==> config.mk <==
export PLATFORM = sky130hd
export DESIGN_NAME = memory_port_arbiter
export DESIGN_NICKNAME = d
export VERILOG_FILES = /design/src/rtl/memory_port_arbiter_pkg.sv /design/src/rtl/arb_rr2.sv /design/src/rtl/memory_port_arbiter.sv
export SDC_FILE = /design/constraint.sdc
export NUM_CORES = 1
export LEC_CHECK = 0
export BUFFER_PORTS_ARGS = -buffer_cell sky130_fd_sc_hd__buf_2
export CAP_MARGIN = 5
export CORE_AREA = 3 3 107 109
export CTS_CLUSTER_SIZE = 12
export DETAILED_ROUTE_END_ITERATION = 6
export DIE_AREA = 0 0 110 112
export PLACE_DENSITY = 0.71
export SLEW_MARGIN = 30
export SYNTH_ARGS = -nofsm -noshare
export SYNTH_HDL_FRONTEND = slang
export SYNTH_SLANG_ARGS = --single-unit
==> constraint.sdc <==
create_clock -name clk -period 5.5 [get_ports clk]
set_clock_uncertainty 0.2 [all_clocks]
set_input_delay 0.275 -clock clk [delete_from_list [all_inputs] [get_ports clk]]
set_output_delay 0.275 -clock clk [all_outputs]
set_load 0.02 [all_outputs]
==> src/rtl/memory_port_arbiter_pkg.sv <==
// Shared types for the memory port arbiter.
//   owner_e     : which requester holds the memory bus (fetch or data path)
//   arb_state_e : arbiter FSM state encoding
//   INSTR_SEL   : byte enables driven for instruction fetches
//   rr_other()  : the requester that did not win last time
package memory_port_arbiter_pkg;

  typedef enum logic {
    OWN_INSTR = 1'b0,
    OWN_DATA  = 1'b1
  } owner_e;

  typedef enum logic [1:0] {
    ARB_IDLE = 2'd0,
    ARB_REQ  = 2'd1,
    ARB_WAIT = 2'd2
  } arb_state_e;

  localparam logic [3:0] INSTR_SEL = 4'hF;

  function automatic owner_e rr_other(input owner_e last);
    return (last == OWN_INSTR) ? OWN_DATA : OWN_INSTR;
  endfunction

endpackage

==> src/rtl/arb_rr2.sv <==
// Two-requester round-robin grant with a fixed-priority override.
// Purely combinational; the caller owns the last-grant register.
// Ports:
//   req_i       [1:0] request vector, indexed by owner_e value
//   last_i            requester granted most recently
//   prio_en_i         1: a tie always goes to prio_sel_i
//   prio_sel_i        requester favoured when prio_en_i=1
//   gnt_valid_o       at least one request present
//   gnt_o             granted requester (meaningful when gnt_valid_o=1)
module arb_rr2
  import memory_port_arbiter_pkg::*;
(
  input  logic [1:0] req_i,
  input  owner_e     last_i,
  input  logic       prio_en_i,
  input  owner_e     prio_sel_i,
  output logic       gnt_valid_o,
  output owner_e     gnt_o
);

  always_comb begin
    gnt_valid_o = |req_i;
    gnt_o       = OWN_INSTR;
    if (req_i == 2'b11) begin
      gnt_o = prio_en_i ? prio_sel_i : rr_other(last_i);
    end else if (req_i[OWN_DATA]) begin
      gnt_o = OWN_DATA;
    end else begin
      gnt_o = OWN_INSTR;
    end
  end

endmodule

==> src/rtl/memory_port_arbiter.sv <==
// Shares one memory bus between instruction fetch (stb/ack) and the data
// path (Wishbone cyc/stb). One transfer in flight, round-robin or
// data-priority on ties, per-transfer timeout with an error pulse.
// Ports:
//   clk, rst                 clock; asynchronous active-low reset
//   instr_addr/instr_stb     fetch request (level, held until ack/err)
//   instr/instr_ack/instr_err fetch response
//   wb_cyc/wb_stb/wb_wr_en/wb_addr/wb_wr_data/wb_wr_sel  data request
//   wb_ack/wb_err/wb_stall/wb_rd_data                    data response
//   m_cyc/m_stb/m_wr_en/m_addr/m_wr_data/m_wr_sel        memory request
//   m_ack/m_stall/m_rd_data                              memory response
//
// state    | meaning
// ARB_IDLE | no transfer; arbitrate and latch the winner's request
// ARB_REQ  | m_stb asserted, waiting for memory to drop m_stall
// ARB_WAIT | request accepted, counting cycles until m_ack or timeout
module memory_port_arbiter
  import memory_port_arbiter_pkg::*;
#(
  parameter bit          DATA_PRIORITY = 1'b0,
  parameter int unsigned TIMEOUT       = 16
) (
  input  logic        clk,
  input  logic        rst,
  input  logic [31:0] instr_addr,
  input  logic        instr_stb,
  output logic [31:0] instr,
  output logic        instr_ack,
  output logic        instr_err,
  input  logic        wb_cyc,
  input  logic        wb_stb,
  input  logic        wb_wr_en,
  input  logic [31:0] wb_addr,
  input  logic [31:0] wb_wr_data,
  input  logic [3:0]  wb_wr_sel,
  output logic        wb_ack,
  output logic        wb_err,
  output logic        wb_stall,
  output logic [31:0] wb_rd_data,
  output logic        m_cyc,
  output logic        m_stb,
  output logic        m_wr_en,
  output logic [31:0] m_addr,
  output logic [31:0] m_wr_data,
  output logic [3:0]  m_wr_sel,
  input  logic        m_ack,
  input  logic        m_stall,
  input  logic [31:0] m_rd_data
);

  localparam int CNT_W = $clog2(TIMEOUT + 1);
  localparam logic [CNT_W-1:0] CNT_LAST = CNT_W'(TIMEOUT - 1);

  arb_state_e       state_q, state_d;
  owner_e           owner_q, owner_d;
  owner_e           last_q, last_d;
  logic [CNT_W-1:0] cnt_q, cnt_d;
  logic             m_cyc_q, m_cyc_d;
  logic             m_stb_q, m_stb_d;
  logic             m_wr_en_q, m_wr_en_d;
  logic [31:0]      m_addr_q, m_addr_d;
  logic [31:0]      m_wr_data_q, m_wr_data_d;
  logic [3:0]       m_wr_sel_q, m_wr_sel_d;
  logic             ierr_q, ierr_d;
  logic             derr_q, derr_d;

  logic [1:0]       pend;
  logic             gnt_valid;
  owner_e           gnt;
  logic             xfer_done;

  // A requester whose error pulse is showing this cycle still has its
  // request up (it reacts to the pulse at the next edge); masking it keeps
  // the timed-out request from being granted a second time.
  assign pend[OWN_INSTR] = instr_stb & ~ierr_q;
  assign pend[OWN_DATA]  = wb_cyc & wb_stb & ~derr_q;

  arb_rr2 u_arb (
    .req_i       (pend),
    .last_i      (last_q),
    .prio_en_i   (DATA_PRIORITY),
    .prio_sel_i  (OWN_DATA),
    .gnt_valid_o (gnt_valid),
    .gnt_o       (gnt)
  );

  always_comb begin
    state_d     = state_q;
    owner_d     = owner_q;
    last_d      = last_q;
    cnt_d       = cnt_q;
    m_cyc_d     = m_cyc_q;
    m_stb_d     = m_stb_q;
    m_wr_en_d   = m_wr_en_q;
    m_addr_d    = m_addr_q;
    m_wr_data_d = m_wr_data_q;
    m_wr_sel_d  = m_wr_sel_q;
    ierr_d      = 1'b0;
    derr_d      = 1'b0;
    xfer_done   = 1'b0;

    case (state_q)
      ARB_IDLE: begin
        if (gnt_valid) begin
          owner_d = gnt;
          last_d  = gnt;
          m_cyc_d = 1'b1;
          m_stb_d = 1'b1;
          if (gnt == OWN_DATA) begin
            m_wr_en_d   = wb_wr_en;
            m_addr_d    = wb_addr;
            m_wr_data_d = wb_wr_data;
            m_wr_sel_d  = wb_wr_sel;
          end else begin
            m_wr_en_d   = 1'b0;
            m_addr_d    = instr_addr;
            m_wr_data_d = 32'h0;
            m_wr_sel_d  = INSTR_SEL;
          end
          state_d = ARB_REQ;
        end
      end

      ARB_REQ: begin
        if (!m_stall) begin
          m_stb_d = 1'b0;
          cnt_d   = '0;
          // Memory may answer in the accept cycle itself.
          if (m_ack) begin
            xfer_done = 1'b1;
            m_cyc_d   = 1'b0;
            state_d   = ARB_IDLE;
          end else begin
            state_d = ARB_WAIT;
          end
        end
      end

      ARB_WAIT: begin
        cnt_d = cnt_q + CNT_W'(1);
        if (m_ack) begin
          xfer_done = 1'b1;
          m_cyc_d   = 1'b0;
          state_d   = ARB_IDLE;
        end else if (cnt_q == CNT_LAST) begin
          m_cyc_d = 1'b0;
          state_d = ARB_IDLE;
          if (owner_q == OWN_DATA) derr_d = 1'b1;
          else                     ierr_d = 1'b1;
        end
      end

      default: state_d = ARB_IDLE;
    endcase
  end

  always_ff @(posedge clk or negedge rst) begin
    if (!rst) begin
      state_q     <= ARB_IDLE;
      owner_q     <= OWN_INSTR;
      last_q      <= OWN_INSTR;
      cnt_q       <= '0;
      m_cyc_q     <= 1'b0;
      m_stb_q     <= 1'b0;
      m_wr_en_q   <= 1'b0;
      m_addr_q    <= 32'h0;
      m_wr_data_q <= 32'h0;
      m_wr_sel_q  <= 4'h0;
      ierr_q      <= 1'b0;
      derr_q      <= 1'b0;
    end else begin
      state_q     <= state_d;
      owner_q     <= owner_d;
      last_q      <= last_d;
      cnt_q       <= cnt_d;
      m_cyc_q     <= m_cyc_d;
      m_stb_q     <= m_stb_d;
      m_wr_en_q   <= m_wr_en_d;
      m_addr_q    <= m_addr_d;
      m_wr_data_q <= m_wr_data_d;
      m_wr_sel_q  <= m_wr_sel_d;
      ierr_q      <= ierr_d;
      derr_q      <= derr_d;
    end
  end

  // Ack and read data are a combinational pass-through of m_ack to the
  // owner. A data master that dropped wb_cyc mid-transfer gets no ack.
  assign instr_ack  = xfer_done & (owner_q == OWN_INSTR);
  assign instr      = instr_ack ? m_rd_data : 32'h0;
  assign wb_ack     = xfer_done & (owner_q == OWN_DATA) & wb_cyc;
  assign wb_rd_data = wb_ack ? m_rd_data : 32'h0;
  assign instr_err  = ierr_q;
  assign wb_err     = derr_q;
  assign wb_stall   = !((state_q == ARB_IDLE) && gnt_valid && (gnt == OWN_DATA));

  assign m_cyc     = m_cyc_q;
  assign m_stb     = m_stb_q;
  assign m_wr_en   = m_wr_en_q;
  assign m_addr    = m_addr_q;
  assign m_wr_data = m_wr_data_q;
  assign m_wr_sel  = m_wr_sel_q;

endmodule
==> results by group, run 1 <==
Synth
  – Mapped Area: 3964 sq um
  – Post-Synthesis Cells: 403
  – Post-synth top flop: dfrtp_1
  – Cell variety after synth: 38
  – Sequential area share after synthesis: approximately 51%
  – Top-area cell type share of the netlist area: 51.14%
  – Warning count from the yosys run: 0
  – Most frequent cell after synthesis: dfrtp_1
  – Post-synth ARST share: 100.0%
  – Synth cell count leaders: 81 x dfrtp_1, 77 x nand2_1, 66 x and2_1
  – Post-synth EDFFs: 0
  – Top post-synthesis cells by area: dfrtp_1 51%, and2_1 10%, nand2_1 7.3%, a22o_1 6.6%, a31oi_1 5.1%
  – Synth Register Bits: 81
  – Area leader, netlist: dfrtp_1
  – Post-Syn Area per Cell: 9.836 sq um
  – Syn nets: 550

Timing
  – Setup TNS: 0 ps
  – Final Hold Fails: 0
  – FMAX: ~0.36 GHz
  – Max Slew Vio Count: 0
  – Final period util: about half
  – Worst slew pin tran: 745.4 ps
  – Setup ws final: 2723 ps
  – Slew margin rel.: 50.30%
  – Min Clock Period, post-route: ~2800 ps
  – Unrepaired setup endpoints after global routing: false
  – Endpoints failing setup: 0
  – WHS: 86.78 ps

Detailed routing
  – DR vias/cell: 4.910
  – Via count: 4,493
  – Final WL: 14,520 um
  – Initial DRC count: 202
  – DRC Markers: 0
  – DR pass1 iterations: 5
  – WL/cell: 15.87 um
  – Antenna viol nets, final: 0

Cells and area
  – Layout area overhead: 67.14%
  – Final std cell area, no fill: 6625 sq um
  – Final #Nets: 917
  – Final non-filler cell total: 915
  – Layout cell share with drive strength beyond 1: between 40% and 50%
  – Antenna Cells: 0

Pwr
  – Clock power share: between 10% and 20%
  – Sequential fraction of design power: 32.8%
  – Power Density: 466.2 nW/um^2
  – VDD IR max: 290.3 uV
  – Pint: 1.772 mW
  – Combinational fraction of design power: 52.1%
  – Lkg Pwr: 3.530 nW
  – Net Sw Frac: 42.65%
  – Net switching power: 1.317 mW

Worst setup path
  – Worst path max stage delay: 510 ps
  – CP max FO: 33
  – Worst reg2reg path startpoint: state_q[0]
  – Setup CP Type: reg -> out
  – Slowest stage cell on the critical path: nor2_4
  – Worst setup EP type: output pin
  – Critical Path AT: 2300 ps
  – Worst Setup Start Kind: flip-flop
  – Crit path launch: state_q[1]
  – Worst EP required: 5030 ps
  – CP cell instances: inv_1, ha_1, nor2b_1, o211ai_1, nor2_4, and2_1, buf_2

Placement
  – Routability cong.: 0.8130
  – Inst Count DP: 796
  – IO Port Bufs: ~280
  – Hpwl dp: a little over 9000 um
  – Post-place setup slack: 2832 ps
  – Placed inst area: about 5400 sq um

CTS
  – CTS Buf Count: 9
  – Post-CTS Setup Repair Bufs: 0
  – Clock Sinks: 81
  – Clk Latency, worst-skew pair: roughly 350 ps
  – Clock Tree Root: clkbuf_8
  – CTS tree: built
  – Max H-tree Level: 3
  – CTS clock-pin slew for the worst setup and hold paths: 90 ps
  – Longest Clk Path Bufs: 2

Run status
  – Outcome: finished clean

Floorplanning
  – Row Count: 38
  – Full die area: 12,320 sq um
  – Die X: about 110 um
  – Core footprint: 10,700 sq um
  – I/O pins: 280
  – Die Height: about 110 um
  – Initial Utilization: 37.05%

GRT
  – First-pass GRT wire length: 22,120 um
  – Grt total ovfl: 0
  – Vias in the first global route: 4,459
  – Tot GR Track Use: 23.06%
  – Pin count of the biggest net entering global routing: 82
  – Initial antenna violation count: 1

Min path
  – Hold crit path type: in -> reg
  – Hold path start: m_stall

Job
  – Max-cap violation count: 0
## cell usage in the layout (no fill, tap or decap), types with 7 or more instances in the layout
cell           count
nor2_1            34
dfrtp_1           81
a22o_1            30
clkbuf_8           9
nand2_1           75
buf_2            278
ha_1               7
dlygate4sd3_1    103
a31oi_1           32
and2_1            65
## power groups by stage
stage | Combinational [mW] | Clock (mW) | Sequential (mW)
4_1_cts | 1.58 | 0.478 | 1.00
5_1_grt | 1.74 | 0.502 | 1.05
2_1_floorplan | 0.593 | 0 | 1.29
3_3_place_gp | 1.30 | 0 | 1.00
3_5_place_dp | 1.33 | 0 | 1.01
6_report | 1.61 | 0.466 | 1.01
## per-layer routing
| metal | GRT usage, % | up-vias | part of all wire [%] |
|---|---|---|---|
| met5 | 0 | - | 0.090 |
| met4 | 8.562 | 2 | 2.4 |
| met3 | 6.203 | 33 | 8.7 |
| met2 | 42.27 | 252 | 53 |
| met1 | 24.73 | 2104 | 36 |
| li1 | - | 2102 | - |
## kinds of logic after synthesis
logic type               synth area share, %
multiplexers                          0.2525
AND/OR/NAND/NOR                        24.43
buffers and inverters                  5.461
AO/OA/AOI/OAI                          16.51
adder cells (fa/ha/maj)                2.209
flip-flops                             51.14
## critical path, delay by kind of cell, from the launching register on
| kind | cells | cell delay (ps) |
|---|---|---|
| buffers and inverters | 2 | 270 |
| DFF | 1 | 420 |
| and+or+nand+nor | 3 | 860 |
| adders and majority gates | 1 | 220 |
| AOI/OAI and AO/OA | 1 | 180 |
## layout make-up
cell class | instances | area (sq um)
Inverter | 5 | 18.77
Multi-Input combinational cell | 289 | 1744
Clock buffer | 9 | 123.9
Clock inverter | 7 | 87.58
Fill cell | 820 | 4073
Tap cell | 140 | 175.2
Timing Repair Buffer | 384 | 2449
Sequential cell | 81 | 2027
## worst paths after layout
path                                  end  slack [ps]  cells past startpoint
setup reg to reg               m_addr[18]        2780                      7
setup / recovery           wb_rd_data[25]        2720                      7
hold reg to reg                  cnt_q[4]         290                      2
hold / removal                      m_stb          90                      3
max in group asynchronous        cnt_q[0]        4240                      2
min in group asynchronous      m_addr[23]         330                      2
## repair_timing
action / CTS / global route
endpoints found under the hold margin: 151 / 0
gates resized for setup: 0 / 0
hold buffers: 103 / 0
## through the flow
stage          power [mW]  utilization [%]
4_1_cts             3.061            61.84
3_3_place_gp        2.301            50.13
2_1_floorplan       1.888                -
3_5_place_dp        2.341            50.22
5_1_grt             3.286            61.93
6_report            3.089            61.93
## flip-flops by register name, summed over array words and instances, names as in the netlist
name / flops
m_wr_sel: 4
instr_err: 1
m_stb: 1
m_cyc: 1
cnt_q: 5
state_q: 2
last_q: 1
m_wr_en: 1
wb_err: 1
m_wr_data: 32
m_addr: 32
Power figures use the tool's default switching activity.
==> inputs of run 2 (changes only) <==
Settings changed: CORE_AREA 3 3 107 109 to default, CORE_ASPECT_RATIO from default to 1.25, CORE_MARGIN from default to 3, CORE_UTILIZATION from default to 37, DIE_AREA 0 0 110 112 to default, PLACE_DENSITY 0.71 to 0.74.
Clock period 5.5 ns to 2.41 ns, I/O delays scaled along.
==> run 2 against run 1 <==
Setup slack got worse by 2700 ps; power increased to 2.6 times the previous value; clock-buffer cell count unchanged; via count increased by 6.9%; first-iteration DRC count increased by 7.9%; worst hold slack improved by 68 ps; highest routed layer is now met4.
==> results by group, run 2 (synthesis results as in run 1) <==
Run status
  – Outcome: finished clean (unchanged)

Pwr
  – VDD IR max: 657.4 uV (was 290.3 uV)
  – Power Density: 1092 nW/um^2 (was 466.2 nW/um^2)
  – Net Sw Frac: 40.28% (was 42.65%)
  – Combinational fraction of design power: 52.4% (was 52.1%)
  – Net switching power: 3.277 mW (was 1.317 mW)
  – Clock power share: 18.8% (was 15.1%)
  – Lkg Pwr: 3.808 nW (was 3.530 nW)
  – Pwr Total: 8.136 mW (was 3.089 mW)
  – Pint: 4.858 mW (was 1.772 mW)
  – Sequential fraction of design power: 28.7% (was 32.8%)

GRT
  – Pin count of the biggest net entering global routing: 82 (unchanged)
  – Initial antenna violation count: 0 (was 1)
  – Grt total ovfl: 0 (unchanged)
  – First-pass GRT wire length: 24,380 um (was 22,120 um)
  – Vias in the first global route: 4,771 (was 4,459)
  – Tot GR Track Use: 25.68% (was 23.06%)

Detailed routing
  – Via count: 4,804 (was 4,493)
  – Final WL: 17,070 um (was 14,520 um)
  – DRC Markers: 0 (unchanged)
  – WL/cell: 18.40 um (was 15.87 um)
  – Initial DRC count: 218 (was 202)
  – DR vias/cell: 5.177 (was 4.910)
  – Antenna viol nets, final: 0 (unchanged)
  – DR pass1 iterations: 4 (was 5)

Timing
  – Final Hold Fails: 0 (unchanged)
  – Unrepaired setup endpoints after global routing: true (was false)
  – FMAX: 0.4204 GHz
  – Setup ws final: 31.05 ps (was 2723 ps)
  – Min Clock Period, post-route: 2379 ps
  – Worst slew pin tran: 425.5 ps (was 745.4 ps)
  – WHS: 155.2 ps (was 86.78 ps)
  – Max Slew Vio Count: 0 (unchanged)
  – Endpoints failing setup: 0 (unchanged)
  – Slew margin rel.: 71.63% (was 50.30%)
  – Final period util: 98.71%

CTS
  – Longest Clk Path Bufs: 2 (unchanged)
  – CTS tree: built (unchanged)
  – Clk Latency, worst-skew pair: 330 ps (was 350 ps)
  – Clock Tree Root: clkbuf_16 (was clkbuf_8)
  – CTS Buf Count: 9 (unchanged)
  – CTS clock-pin slew for the worst setup and hold paths: 60 ps (was 90 ps)
  – Clock Sinks: 81 (unchanged)
  – Max H-tree Level: 3 (unchanged)

Min path
  – Hold crit path type: in -> reg (unchanged)
  – Worst hold stages: 5 (was 3)
  – Hold path start: wb_stb (was m_stall)
  – Hold path endpoint: m_cyc (was m_stb)

Floorplanning
  – I/O pins: 280 (unchanged)
  – Die X: 98.58 um (was 110 um)
  – Core footprint: 10,260 sq um (was 10,700 sq um)
  – Full die area: 12,000 sq um (was 12,320 sq um)
  – Initial Utilization: 38.63% (was 37.05%)
  – Die Height: 121.7 um (was 112 um)
  – Row Count: 41 (was 38)

Worst setup path
  – Worst R2R Setup Slack: 110 ps (was 2780 ps)
  – Slowest stage cell on the critical path: dfrtp_1 (was nor2_4)
  – CP cell instances: buf_6, ha_4, nor2b_4, o211ai_1, buf_4, nor2_4, buf_8, and2_1, buf_6 (was inv_1, ha_1, nor2b_1, o211ai_1, nor2_4, and2_1, buf_2)
  – Critical Path AT: 2060 ps (was 2300 ps)
  – Worst Setup Start Kind: flip-flop (unchanged)
  – Terminus of the critical flop-to-flop path: m_addr[12] (was m_addr[18])
  – Worst path max stage delay: 410 ps (was 510 ps)
  – Setup CP Type: reg -> out (unchanged)
  – Worst EP required: 2090 ps (was 5030 ps)
  – Crit path launch: state_q[0] (was state_q[1])
  – CP max FO: 17 (was 33)
  – Worst setup EP type: output pin (unchanged)
  – R2R depth: 8 (was 7)
  – Worst reg2reg path startpoint: state_q[0] (unchanged)
  – Crit-path most repeated cell: buf_6

Placement
  – Post-place setup slack: 323.7 ps (was 2832 ps)
  – IO Port Bufs: 279 (unchanged)
  – Hpwl dp: 9778 um (was 9306 um)
  – Routability cong.: 0.8026 (was 0.8130)

Cells and area
  – Utilization after layout: 72.65% (was 61.93%)
  – Antenna Cells: 0 (unchanged)
  – Filler cells: 693 (was 820)
  – Final #Nets: 941 (was 917)
  – Most common cell after layout, fill and taps aside: buf_2 (unchanged)
  – Layout cell share with drive strength beyond 1: 44.31% (was 40.39%)
  – Commonest non-fill, non-tap cells in the layout: 217 x buf_2, 104 x dlygate4sd3_1, 81 x dfrtp_1 (was 278 x buf_2, 103 x dlygate4sd3_1, 81 x dfrtp_1)
  – Layout area overhead: 88.04% (was 67.14%)

Job
  – Max-cap violation count: 0 (unchanged)
run 2: changes by cell type in the layout (fill, tap and decap cells not counted), sizes merged:
| cell | before | now |
|---|---|---|
| buf | 281 | 300 |
| clkbuf | 9 | 13 |
| bufinv | 1 | 2 |
| clkinvlp | 2 | 1 |
| inv | 8 | 9 |
| dlygate4sd3 | 103 | 104 |
| clkinv | 1 | 0 |
run 2: metrics by stage:
stage | TNS [ps] | std cells | area, sq um
floorplan | 0 | 403 | 3964
global placement | 0 | 793 | 5434
detailed placement | 0 | 793 | 5434
CTS | 0 | 916 | 6857
global route | -1035 | 928 | 7453
finish | 0 | 928 | 7453
run 2: power by group through the flow:
stage                     sequential (mW)  combinational [mW]  clock [mW]
after floorplan                      2.96                1.35           0
after global placement               2.30                3.02           0
after detailed placement             2.31                3.11           0
after CTS                            2.30                3.68        1.57
after global routing                 2.41                4.55        1.62
final                                2.34                4.27        1.53
run 2: worst max-delay path by stage:
stage | end | slack [ps] | cells after the start
floorplan | wb_rd_data[22] | 500 | 7
global placement | wb_rd_data[29] | 430 | 8
detailed placement | wb_rd_data[27] | 320 | 8
CTS | m_addr[23] | 20 | 7
global route | instr[9] | -60 | 9
finish | wb_rd_data[9] | 30 | 9
run 2: layout make-up:
class,instances,area (sq um),area share [%]
Clock inverter,7,107.6,1.444
Multi-Input combinational cell,289,1810,24.29
Clock buffer,9,225.2,3.022
Sequential cell,81,2027,27.19
Timing Repair Buffer,408,3103,41.63
Inverter,5,18.77,0.2518
Tap cell,129,161.4,2.166
run 2: critical path, delay by kind of cell, from the launching register on:
kind / cells / cell delay [ps]
compound gates: 1 / 100
flops: 1 / 410
buf+inv: 4 / 600
simple gates: 3 / 480
fa+ha+maj: 1 / 130
run 2: per-layer routing:
metal  global-route usage (%)  wire length, um  vias up  share of wire, %
met2                    45.05             8986      310                53
li1                         -                -     2154                 -
met5                        0                0        -                 0
met1                    28.50             5964     2281                35
met4                    12.38              685        0               4.0
met3                    7.446             1437       59               8.4
run 2: repair_timing:
item,in CTS,in global routing
pin swaps,1,8
buffers inserted,2,5
hold endpoints to repair,154,0
endpoints found under the setup margin,64,94
resized for setup,8,133
hold buffers,104,0
cloned,1,7
==> inputs of run 3 (changes only) <==
Settings changed: CORE_AREA from default to 3 3 109 111, CORE_ASPECT_RATIO 1.25 to default, CORE_MARGIN 3 to default, CORE_UTILIZATION 37 to default, DIE_AREA from default to 0 0 112 114, PLACE_DENSITY 0.74 to 0.69.
Clock period 2.41 ns to 2.7 ns, I/O delays scaled along.
==> run 3 against run 2 <==
First-iteration DRC count grew 7.3%; wire length shrank 18%; power down 23%; design area shrank 10%.
==> results by group, run 3 (synthesis results as in run 1) <==
Run status
  – Outcome: finished clean (unchanged)

CTS
  – Clock Tree Root: clkbuf_8 (was clkbuf_16)
  – Max H-tree Level: 3 (unchanged)
  – CTS Buf Count: 9 (unchanged)
  – Clk Latency, worst-skew pair: 330 ps (about the same)
  – CTS tree: built (unchanged)
  – Longest Clk Path Bufs: 2 (unchanged)
  – CTS clock-pin slew for the worst setup and hold paths: 80 ps (was 60 ps)
  – Clock Sinks: 81 (unchanged)

Floorplanning
  – I/O pins: 280 (unchanged)
  – Die X: 112 um (was 98.58 um)
  – Initial Utilization: 36.41% (was 38.63%)
  – Full die area: 12,770 sq um (was 12,000 sq um)
  – Die Height: 114 um (was 121.7 um)
  – Row Count: 38 (was 41)
  – Core footprint: 10,890 sq um (was 10,260 sq um)

Worst setup path
  – Worst Setup Start Kind: flip-flop (unchanged)
  – Critical Path AT: 2190 ps (was 2060 ps)
  – Worst setup EP type: output pin (unchanged)
  – Worst R2R Setup Slack: 270 ps (was 110 ps)
  – CP max FO: 33 (was 17)
  – Setup CP Type: reg -> out (unchanged)
  – Worst path max stage delay: 420 ps (was 410 ps)
  – Terminus of the critical flop-to-flop path: m_addr[15] (was m_addr[12])
  – Worst path bufs/invs: 3 (was 4)
  – CP cell instances: inv_1, ha_1, nor2b_1, o211ai_1, nor2_2, buf_4, and2_1, buf_2 (was buf_6, ha_4, nor2b_4, o211ai_1, buf_4, nor2_4, buf_8, and2_1, buf_6)
  – Largest delay share family, worst path: buffers and inverters (unchanged)
  – Worst EP required: 2370 ps (was 2090 ps)
  – R2R depth: 7 (was 8)
  – Worst reg2reg path startpoint: state_q[0] (unchanged)
  – Slowest stage cell on the critical path: dfrtp_1 (unchanged)

GRT
  – Tot GR Track Use: 21.05% (was 25.68%)
  – First-pass GRT wire length: 21,680 um (was 24,380 um)
  – Grt total ovfl: 0 (unchanged)
  – Met1 Usage GRT: 23.25% (was 28.50%)
  – Pin count of the biggest net entering global routing: 52 (was 82)
  – Initial antenna violation count: 0 (unchanged)
  – Met3 Resource Use GR: 4.668% (was 7.446%)
  – Global routing's busiest layer: met2 (unchanged)
  – Met2 Resource Use GR: 39.85% (was 45.05%)
  – Vias in the first global route: 4,462 (was 4,771)

Placement
  – IO Port Bufs: 279 (unchanged)
  – Hpwl dp: 9398 um (was 9778 um)
  – Routability cong.: 0.8719 (was 0.8026)

Detailed routing
  – Initial DRC count: 234 (was 218)
  – Final WL: 14,040 um (was 17,070 um)
  – WL/cell: 15.20 um (was 18.40 um)
  – Antenna viol nets, final: 0 (unchanged)
  – DR pass1 iterations: 5 (was 4)
  – Via count: 4,418 (was 4,804)
  – DR vias/cell: 4.781 (was 5.177)
  – DRC Markers: 0 (unchanged)

Pwr
  – Sequential fraction of design power: 32.5% (was 28.7%)
  – Combinational fraction of design power: 52.7% (was 52.4%)
  – Clock power share: 14.8% (was 18.8%)
  – VDD IR max: 594.5 uV (was 657.4 uV)
  – Power Density: 940.7 nW/um^2 (was 1092 nW/um^2)
  – Net switching power: 2.618 mW (was 3.277 mW)
  – Net Sw Frac: 41.54% (was 40.28%)
  – Pint: 3.684 mW (was 4.858 mW)
  – Lkg Pwr: 3.589 nW (was 3.808 nW)
  – Pwr Total: 6.302 mW (was 8.136 mW)

Timing
  – Setup TNS: 0 ps (unchanged)
  – Worst slew pin tran: 486.1 ps (was 425.5 ps)
  – Max Slew Vio Count: 0 (unchanged)
  – Final Hold Fails: 0 (unchanged)
  – FMAX: 0.3959 GHz
  – WHS: 89.30 ps (was 155.2 ps)
  – Slew margin rel.: 67.59% (was 71.63%)
  – Min Clock Period, post-route: 2526 ps
  – Endpoints failing setup: 0 (unchanged)
  – Final period util: 93.55%
  – Unrepaired setup endpoints after global routing: false (was true)

Cells and area
  – Commonest non-fill, non-tap cells in the layout: 278 x buf_2, 104 x dlygate4sd3_1, 81 x dfrtp_1 (was 217 x buf_2, 104 x dlygate4sd3_1, 81 x dfrtp_1)
  – Antenna Cells: 0 (unchanged)
  – Final #Nets: 926 (was 941)
  – Utilization after layout: 61.53% (was 72.65%)
  – Layout cell share with drive strength beyond 1: 40.56% (was 44.31%)
  – Layout area overhead: 69.00% (was 88.04%)
  – Most common cell after layout, fill and taps aside: buf_2 (unchanged)

Job
  – Max-cap violation count: 0 (unchanged)

Min path
  – Hold crit path type: in -> async (was in -> reg)
==> run 3: changes by cell type in the layout (fill, tap and decap cells not counted), moves of 10 or more <==
| cell | delta |
|---|---|
| and2_1 | +16 |
| and2_4 | -16 |
| buf_2 | +61 |
| buf_4 | -18 |
| buf_6 | -50 |
| clkbuf_16 | -13 |
| clkbuf_8 | +10 |
==> run 3: cell type report <==
cell class,instances,area (sq um)
clock buffers,10,137.6
flip-flops and latches,81,2027
clock inverters,6,72.57
fillers,874,4189
inverters,5,18.77
repair buffers,393,2540
multi-input cells,289,1728
well taps,140,175.2
==> run 3: stage by stage <==
step	setup slack, ps	cell area [sq um]	std cells
2_1_floorplan	775.7	3964	403
3_3_place_gp	626.7	5433	802
3_5_place_dp	529.2	5433	802
4_1_cts	65.67	6684	922
5_1_grt	1.875	6699	924
6_report	174.1	6699	924
==> run 3: worst max path at each step <==
| stage | endpoint | cells past startpoint | slack [ps] | from |
|---|---|---|---|---|
| after global routing | wb_rd_data[21] | 8 | 2 | state_q[1] |
| after CTS | m_addr[21] | 7 | 70 | state_q[0] |
| final | wb_rd_data[21] | 8 | 170 | state_q[1] |
| after global placement | wb_rd_data[21] | 8 | 630 | state_q[1] |
| after detailed placement | wb_rd_data[21] | 8 | 530 | state_q[1] |
| after floorplan | wb_rd_data[22] | 7 | 780 | state_q[1] |
==> run 3: what timing repair did <==
item,4_1_cts,5_1_grt
buffers inserted,0,2
resized for setup,0,0
hold buffers,104,0
endpoints found under the hold margin,154,0
endpoints found under the setup margin,0,24
==> run 3: power by group through the flow <==
stage                     sequential [mW]  clock (mW)  combinational, mW
final                                2.05       0.932               3.32
after CTS                            2.04       0.973               3.26
after detailed placement             2.04           0               2.76
after global placement               2.04           0               2.70
after floorplan                      2.64           0               1.21
after global routing                 2.11        1.02               3.58
==> run 3: routing by layer <==
layer	vias to the layer above	share of wire (%)	wire length, um
met5	-	0	0
li1	2119	-	-
met1	2055	38	5301
met4	0	1.8	246
met2	218	53	7376
met3	26	8.0	1119
==> run 3: worst register-to-register path: stages, from the launching register on <==
cell	delay, ps
dfrtp_1	410
inv_1	140
ha_1	270
a21boi_4	260
buf_12	240
nor2_1	100
a31oi_1	180
dlygate4sd3_1	590
